**src/rtl/bram_pkg.sv**
```systemverilog
// rtl/bram_pkg.sv - shared types and constants for the BRAM burst reader
package bram_pkg;

  typedef enum logic [1:0] {
    IDLE,
    READ,
    DRAIN
  } rd_state_t;

  localparam int BUF_DEPTH = 4;

endpackage

```
**src/rtl/bram_burst_reader_if.sv**
```systemverilog
// rtl/bram_burst_reader_if.sv - control, RAM port-B and stream signals of the burst reader
interface bram_burst_reader_if #(
  parameter int RAM_WIDTH = 16,
  parameter int RAM_DEPTH = 1024
);
  localparam int AW = $clog2(RAM_DEPTH);
  localparam int LW = AW + 1;

  logic                 start;
  logic [AW-1:0]        start_address;
  logic [LW-1:0]        burst_length;
  logic                 busy;
  logic                 done;
  logic                 read_enable_B;
  logic [AW-1:0]        address_B;
  logic [RAM_WIDTH-1:0] data_out_B;
  logic [RAM_WIDTH-1:0] m_data;
  logic                 m_valid;
  logic                 m_ready;

  modport master (
    input  start, start_address, burst_length, data_out_B, m_ready,
    output busy, done, read_enable_B, address_B, m_data, m_valid
  );

  modport slave (
    output start, start_address, burst_length, data_out_B, m_ready,
    input  busy, done, read_enable_B, address_B, m_data, m_valid
  );

endinterface

```
**src/rtl/stream_fifo.sv**
```systemverilog
// rtl/stream_fifo.sv - small synchronous FIFO holding RAM words awaiting the stream consumer
module stream_fifo
  import bram_pkg::*;
#(
  parameter int WIDTH = 16,
  parameter int DEPTH = BUF_DEPTH
) (
  input  logic                         i_clk,
  input  logic                         i_rst,
  input  logic                         i_push,
  input  logic                         i_pop,
  input  logic [WIDTH-1:0]             i_data,
  output logic [WIDTH-1:0]             o_data,
  output logic                         o_empty,
  output logic                         o_full,
  output logic [$clog2(DEPTH+1)-1:0]   o_count
);
  localparam int PW = (DEPTH > 1) ? $clog2(DEPTH) : 1;
  localparam int CW = $clog2(DEPTH + 1);

  logic [WIDTH-1:0] r_mem [DEPTH];
  logic [PW-1:0]    r_wr_ptr;
  logic [PW-1:0]    r_rd_ptr;
  logic [CW-1:0]    r_count;
  logic             w_push;
  logic             w_pop;

  assign w_push = i_push && !o_full;
  assign w_pop  = i_pop && !o_empty;

  function automatic logic [PW-1:0] ptr_inc(input logic [PW-1:0] p);
    return (p == PW'(DEPTH - 1)) ? '0 : p + PW'(1);
  endfunction

  // Storage is cleared on reset so the head reads as zero when idle.
  always_ff @(posedge i_clk) begin
    if (i_rst) begin
      for (int i = 0; i < DEPTH; i++) r_mem[i] <= '0;
      r_wr_ptr <= '0;
      r_rd_ptr <= '0;
      r_count  <= '0;
    end else begin
      if (w_push) begin
        r_mem[r_wr_ptr] <= i_data;
        r_wr_ptr        <= ptr_inc(r_wr_ptr);
      end
      if (w_pop) r_rd_ptr <= ptr_inc(r_rd_ptr);
      case ({w_push, w_pop})
        2'b10:   r_count <= r_count + CW'(1);
        2'b01:   r_count <= r_count - CW'(1);
        default: r_count <= r_count;
      endcase
    end
  end

  assign o_data  = r_mem[r_rd_ptr];
  assign o_empty = (r_count == '0);
  assign o_full  = (r_count == CW'(DEPTH));
  assign o_count = r_count;

endmodule

```
**src/rtl/bram_burst_reader.sv**
```systemverilog
// rtl/bram_burst_reader.sv - streams bursts of consecutive words from RAM port B with credit-based flow control
module bram_burst_reader
  import bram_pkg::*;
#(
  parameter int RAM_WIDTH = 16,
  parameter int RAM_DEPTH = 1024
) (
  input logic                 clk,
  input logic                 rst,
  bram_burst_reader_if.master bus
);
  localparam int AW = $clog2(RAM_DEPTH);
  localparam int LW = AW + 1;
  localparam int CW = $clog2(BUF_DEPTH + 1);
  localparam logic [AW-1:0] LAST_ADDR = AW'(RAM_DEPTH - 1);

  rd_state_t            r_state, w_state_next;
  logic [AW-1:0]        r_addr, w_addr_next;
  logic [LW-1:0]        r_remaining, w_remaining_next;
  logic [CW-1:0]        r_credits, w_credits_next;
  logic                 r_ren, w_ren_next;
  logic                 r_done, w_done_next;
  logic                 r_inflight;
  logic                 w_issue;
  logic                 w_xfer;
  logic                 w_fifo_empty;
  logic                 w_fifo_full;
  logic [CW-1:0]        w_fifo_count;
  logic [RAM_WIDTH-1:0] w_fifo_data;

  assign w_xfer = !w_fifo_empty && bus.m_ready;

  // Credits cover reads in flight plus buffered words, so the FIFO can never overflow.
  always_comb begin
    w_state_next     = r_state;
    w_addr_next      = r_addr;
    w_remaining_next = r_remaining;
    w_ren_next       = 1'b0;
    w_done_next      = 1'b0;
    w_issue          = 1'b0;
    case (r_state)
      IDLE: begin
        if (bus.start) begin
          if (bus.burst_length == '0) begin
            w_done_next = 1'b1;
          end else begin
            w_issue          = 1'b1;
            w_ren_next       = 1'b1;
            w_addr_next      = bus.start_address;
            w_remaining_next = bus.burst_length - LW'(1);
            w_state_next     = (bus.burst_length == LW'(1)) ? DRAIN : READ;
          end
        end
      end
      READ: begin
        if (r_credits < CW'(BUF_DEPTH)) begin
          w_issue          = 1'b1;
          w_ren_next       = 1'b1;
          w_addr_next      = (r_addr == LAST_ADDR) ? '0 : r_addr + AW'(1);
          w_remaining_next = r_remaining - LW'(1);
          if (r_remaining == LW'(1)) w_state_next = DRAIN;
        end
      end
      DRAIN: begin
        if (w_fifo_count == CW'(1) && !r_inflight && !r_ren && w_xfer) begin
          w_done_next  = 1'b1;
          w_state_next = IDLE;
        end
      end
      default: w_state_next = IDLE;
    endcase

    case ({w_issue, w_xfer})
      2'b10:   w_credits_next = r_credits + CW'(1);
      2'b01:   w_credits_next = r_credits - CW'(1);
      default: w_credits_next = r_credits;
    endcase
  end

  always_ff @(posedge clk) begin
    if (rst) begin
      r_state     <= IDLE;
      r_addr      <= '0;
      r_remaining <= '0;
      r_credits   <= '0;
      r_ren       <= 1'b0;
      r_done      <= 1'b0;
      r_inflight  <= 1'b0;
    end else begin
      r_state     <= w_state_next;
      r_addr      <= w_addr_next;
      r_remaining <= w_remaining_next;
      r_credits   <= w_credits_next;
      r_ren       <= w_ren_next;
      r_done      <= w_done_next;
      r_inflight  <= r_ren;
    end
  end

  stream_fifo #(
    .WIDTH (RAM_WIDTH),
    .DEPTH (BUF_DEPTH)
  ) u_fifo (
    .i_clk   (clk),
    .i_rst   (rst),
    .i_push  (r_inflight && !w_fifo_full),
    .i_pop   (w_xfer),
    .i_data  (bus.data_out_B),
    .o_data  (w_fifo_data),
    .o_empty (w_fifo_empty),
    .o_full  (w_fifo_full),
    .o_count (w_fifo_count)
  );

  assign bus.busy          = (r_state != IDLE);
  assign bus.done          = r_done;
  assign bus.read_enable_B = r_ren;
  assign bus.address_B     = r_addr;
  assign bus.m_valid       = !w_fifo_empty;
  assign bus.m_data        = w_fifo_data;

endmodule

```
**src/flat_wrapper.sv**
```systemverilog
// flat-port wrapper written by rule: the top's interface ports become plain ports
module bram_burst_reader_flat import bram_pkg::*;
#(
  parameter int RAM_WIDTH = 16,
  parameter int RAM_DEPTH = 1024
)
  (clk, rst, bus_start, bus_start_address, bus_burst_length, bus_data_out_B, bus_m_ready, bus_busy, bus_done, bus_read_enable_B, bus_address_B, bus_m_data, bus_m_valid);
  bram_burst_reader_if #(.RAM_WIDTH(RAM_WIDTH), .RAM_DEPTH(RAM_DEPTH)) bus_i ();
  input logic clk;
  input logic rst;
  input wire logic [$bits(bus_i.start)-1:0] bus_start;
  input wire logic [$bits(bus_i.start_address)-1:0] bus_start_address;
  input wire logic [$bits(bus_i.burst_length)-1:0] bus_burst_length;
  input wire logic [$bits(bus_i.data_out_B)-1:0] bus_data_out_B;
  input wire logic [$bits(bus_i.m_ready)-1:0] bus_m_ready;
  output wire logic [$bits(bus_i.busy)-1:0] bus_busy;
  output wire logic [$bits(bus_i.done)-1:0] bus_done;
  output wire logic [$bits(bus_i.read_enable_B)-1:0] bus_read_enable_B;
  output wire logic [$bits(bus_i.address_B)-1:0] bus_address_B;
  output wire logic [$bits(bus_i.m_data)-1:0] bus_m_data;
  output wire logic [$bits(bus_i.m_valid)-1:0] bus_m_valid;
  assign bus_i.start = bus_start;
  assign bus_i.start_address = bus_start_address;
  assign bus_i.burst_length = bus_burst_length;
  assign bus_i.data_out_B = bus_data_out_B;
  assign bus_i.m_ready = bus_m_ready;
  assign bus_busy = bus_i.busy;
  assign bus_done = bus_i.done;
  assign bus_read_enable_B = bus_i.read_enable_B;
  assign bus_address_B = bus_i.address_B;
  assign bus_m_data = bus_i.m_data;
  assign bus_m_valid = bus_i.m_valid;
  bram_burst_reader #(.RAM_WIDTH(RAM_WIDTH), .RAM_DEPTH(RAM_DEPTH)) u_core (.clk(clk), .rst(rst), .bus(bus_i));
endmodule
```
**config.mk**
```make
export PLATFORM = sky130hd
export DESIGN_NAME = bram_burst_reader_flat
export DESIGN_NICKNAME = d
export VERILOG_FILES = /design/src/rtl/bram_pkg.sv /design/src/rtl/bram_burst_reader_if.sv /design/src/rtl/stream_fifo.sv /design/src/rtl/bram_burst_reader.sv /design/src/flat_wrapper.sv
export SDC_FILE = /design/constraint.sdc
export NUM_CORES = 1
export LEC_CHECK = 0
export CAP_MARGIN = 20
export CORE_ASPECT_RATIO = 0.6
export CORE_UTILIZATION = 25
export CTS_CLUSTER_DIAMETER = 100
export DETAILED_ROUTE_END_ITERATION = 8
export PLACE_DENSITY_LB_ADDON = 0.08
export RECOVER_POWER = 100
export SYNTH_ARGS = -nofsm -noshare
export SYNTH_HDL_FRONTEND = slang
export SYNTH_SLANG_ARGS = --single-unit
```
**constraint.sdc**
```tcl
create_clock -name clk -period 10.8 [get_ports clk]
set_input_delay 2.7 -clock clk [delete_from_list [all_inputs] [get_ports clk]]
set_output_delay 2.7 -clock clk [all_outputs]
set_load 0.01 [all_outputs]
```
==> impl_metrics.toml <==
[floorplan]
core_area_mm2 = 0.0200
rows = 40
io-pin-count = 71
die_w_um = 186
dieHeight_um = 113
initial_core_util_pct = 25.5
dieArea_mm2 = 0.0210

[finish]
n_antenna_cell = 0
layout.nets = 570
drive_above_1_share_pct = 7.88
synthToLayoutAreaGrowth_pct = 23.5

[clock_network]
cts_resized = 0
root_buffer = "clkbuf_16"
cts_buffer_depth = 2
post-cts-setup-buffer-count = 0
numCtsBuffers = 9
htreeDepth = 3
cts_tree = "yes"
clk_latency_ns = 0.34
hold_buffers = 0
clock_sinks = 102
clkTransAtPathRegs_ns = 0.07

[placed_design]
dp_hpwl_um = 9280
portBuffers = 70
place_congestion = 0.785

[timing]
slew_violations = 114
timing.fmax_mhz = 132
min_period_ns = 7.58
hold_viol_final = 0
worst_pin_slew_ns = 3.18
relSlewSlack_pct = -115
hold_slack_ns = 0.481
setup_viol = 0
finClkSkew_ns = 0.00866
fin_crit_sh_pct = 70.2
finalSetupTns_ns = 0
rsz0062_at_grt = "false"

[yosys]
synthesis.area_mm2 = 0.00509
synth_area_leader_cell = "edfxtp_1"
ys_top_cells_by_area = "edfxtp_1 (38%), dfxtp_1 (15%), and2_1 (8.2%)"
synth_cells = 455
yosys-top-cells-count = "and2_1 (67), edfxtp_1 (64), dfxtp_1 (38)"
synth_fp_nets = 510
ys_types = 53
ys_seq_area_share_pct = 52.7
synth-seq-cells = 102
avgSynthCellArea_um2 = 11.2
yosysTopAreaCellShare_pct = 37.7
yosysMostFrequentCell = "and2_1"
synth_warnings = 0
synthArstFlopShare_pct = 0
synthFlopType = "edfxtp_1"
synth_edf_count = 64

[critical_path]
critPathKind = "input pin to flop"
cp-start-kind = "input pin"
cp.arrival_ns = 7.52
critPathMaxStageDelay_ns = 2.77
critical-path-slowest-cell = "nor4b_1"
required_ns = 10.74
cp_max_fo = 42
critPathCaptureType = "flop"
path_delay_family = "simple AND/OR/NAND/NOR gates"
crit_chain = "clkbuf_1 -> nor4b_1 -> or2_0"
critPathBufInv = 1

[global_routing]
grt_pass1_wl_um = 21200
grt_pass1_vias = 3600
grt_max_degree = 43
grt_usage_pct = 13.6
antenna_found_initial = 0
gr-total-overflow = 0

[outcome]
violations = "max-capacitance violations, max-slew violations"
status = "finished with violations"

[route]
drc = 0
ant_nets = 0
detail_route.wl_per_cell_um = 17.1
viasPerCell = 4.62
dr.pass1.iters = 4
totalWireLength_um = 13600
num_vias = 3666
drtIter0Drc = 196

[power_and_ir_drop]
p_leak_uw = 0.00220
power_density_mw_per_mm2 = 184
ir_worst_vdd_v = 0.0000797

[hold_path]
hold_path.class = "flop to flop"

[job]
maxCapViolCount = 6
through the flow:
stage                     worst slack, ns  instances  instance area (µm²)  total power [µW]  util (%)
after floorplan                      5.27        455                 5090               737         -
after global placement               4.50        777                 6060               866      30.4
after detailed placement             4.40        777                 6060               866      30.4
after CTS                            4.77        793                 6350              1190      31.8
after global routing                 2.47        793                 6290              1230      31.5
final                                3.22        793                 6290              1160      31.5
path summary, 6_finish.rpt:
path         cells past startpoint                     start  slack (ns)                         to
min                              2     u_core.r_remaining[4]        0.48      u_core.r_remaining[4]
max                              3                       rst        3.22  u_core.u_fifo.r_mem[2][7]
min reg2reg                      2     u_core.r_remaining[4]        0.48      u_core.r_remaining[4]
max reg2reg                      6  u_core.u_fifo.o_count[0]        5.66  u_core.u_fifo.r_mem[2][7]
cell usage in the layout (no fill, tap or decap), drive strengths merged, types with 7 or more instances in the layout:
master,n
and2,67
edfxtp,64
dfxtp,38
clkdlybuf4s50,37
a21oi,36
dlygate4sd3,32
nand2,30
nor2,23
o21ai,18
inv,18
mux4,16
nor3,14
ha,13
clkbuf,13
nand3,11
or2,7
final cells by class:
class | instances | area, µm²
fillers | 2045 | 13700
flip-flops and latches | 102 | 2680
multi-input cells | 311 | 2200
repair buffers | 74 | 717
well taps | 273 | 342
clock buffers | 10 | 229
inverters | 17 | 65.1
clock inverters | 6 | 55.1
cell families after synthesis:
logic type | after synthesis | synth area share, %
AND/OR/NAND/NOR | 183 | 19.7
AO/OA/AOI/OAI | 85 | 10.6
flip-flops | 102 | 52.7
adder cells (fa/ha/maj) | 14 | 3.59
XOR/XNOR | 11 | 1.89
multiplexers | 18 | 7.49
buffers and inverters | 42 | 4.10
where the power goes:
part	switching (µW)	leakage, µW	internal [µW]
Combinational	186	0.00108	154
Clock	156	0.000139	161
Sequential	40.2	0.000974	459
layer usage:
metal | vias up | share of wire, % | track usage (%)
met3 | 8 | 5.5 | 3.15
met1 | 1792 | 53 | 21.5
met5 | - | 0 | 0
met4 | 0 | 0.56 | 2.68
li1 | 1782 | - | -
met2 | 84 | 41 | 18.5
worst min-delay path, stage by stage (launching register included):
cell and delay, ns:
dfxtp_1 0.31, o21ai_0 0.07, a21oi_1 0.06
flip-flops by register name, summed over array words and instances, names as in the netlist, named ones only:
register,count
u_core.r_credits,3
u_core.bus.address_B,10
u_core.u_fifo.o_count,3
u_core.bus.done,1
u_core.u_fifo.r_rd_ptr,2
u_core.u_fifo.r_wr_ptr,2
u_core.r_inflight,1
u_core.bus.read_enable_B,1
u_core.u_fifo.r_mem,64
u_core.r_state,2
u_core.r_remaining,11
No activity file was read; power rests on OpenSTA's default activity.
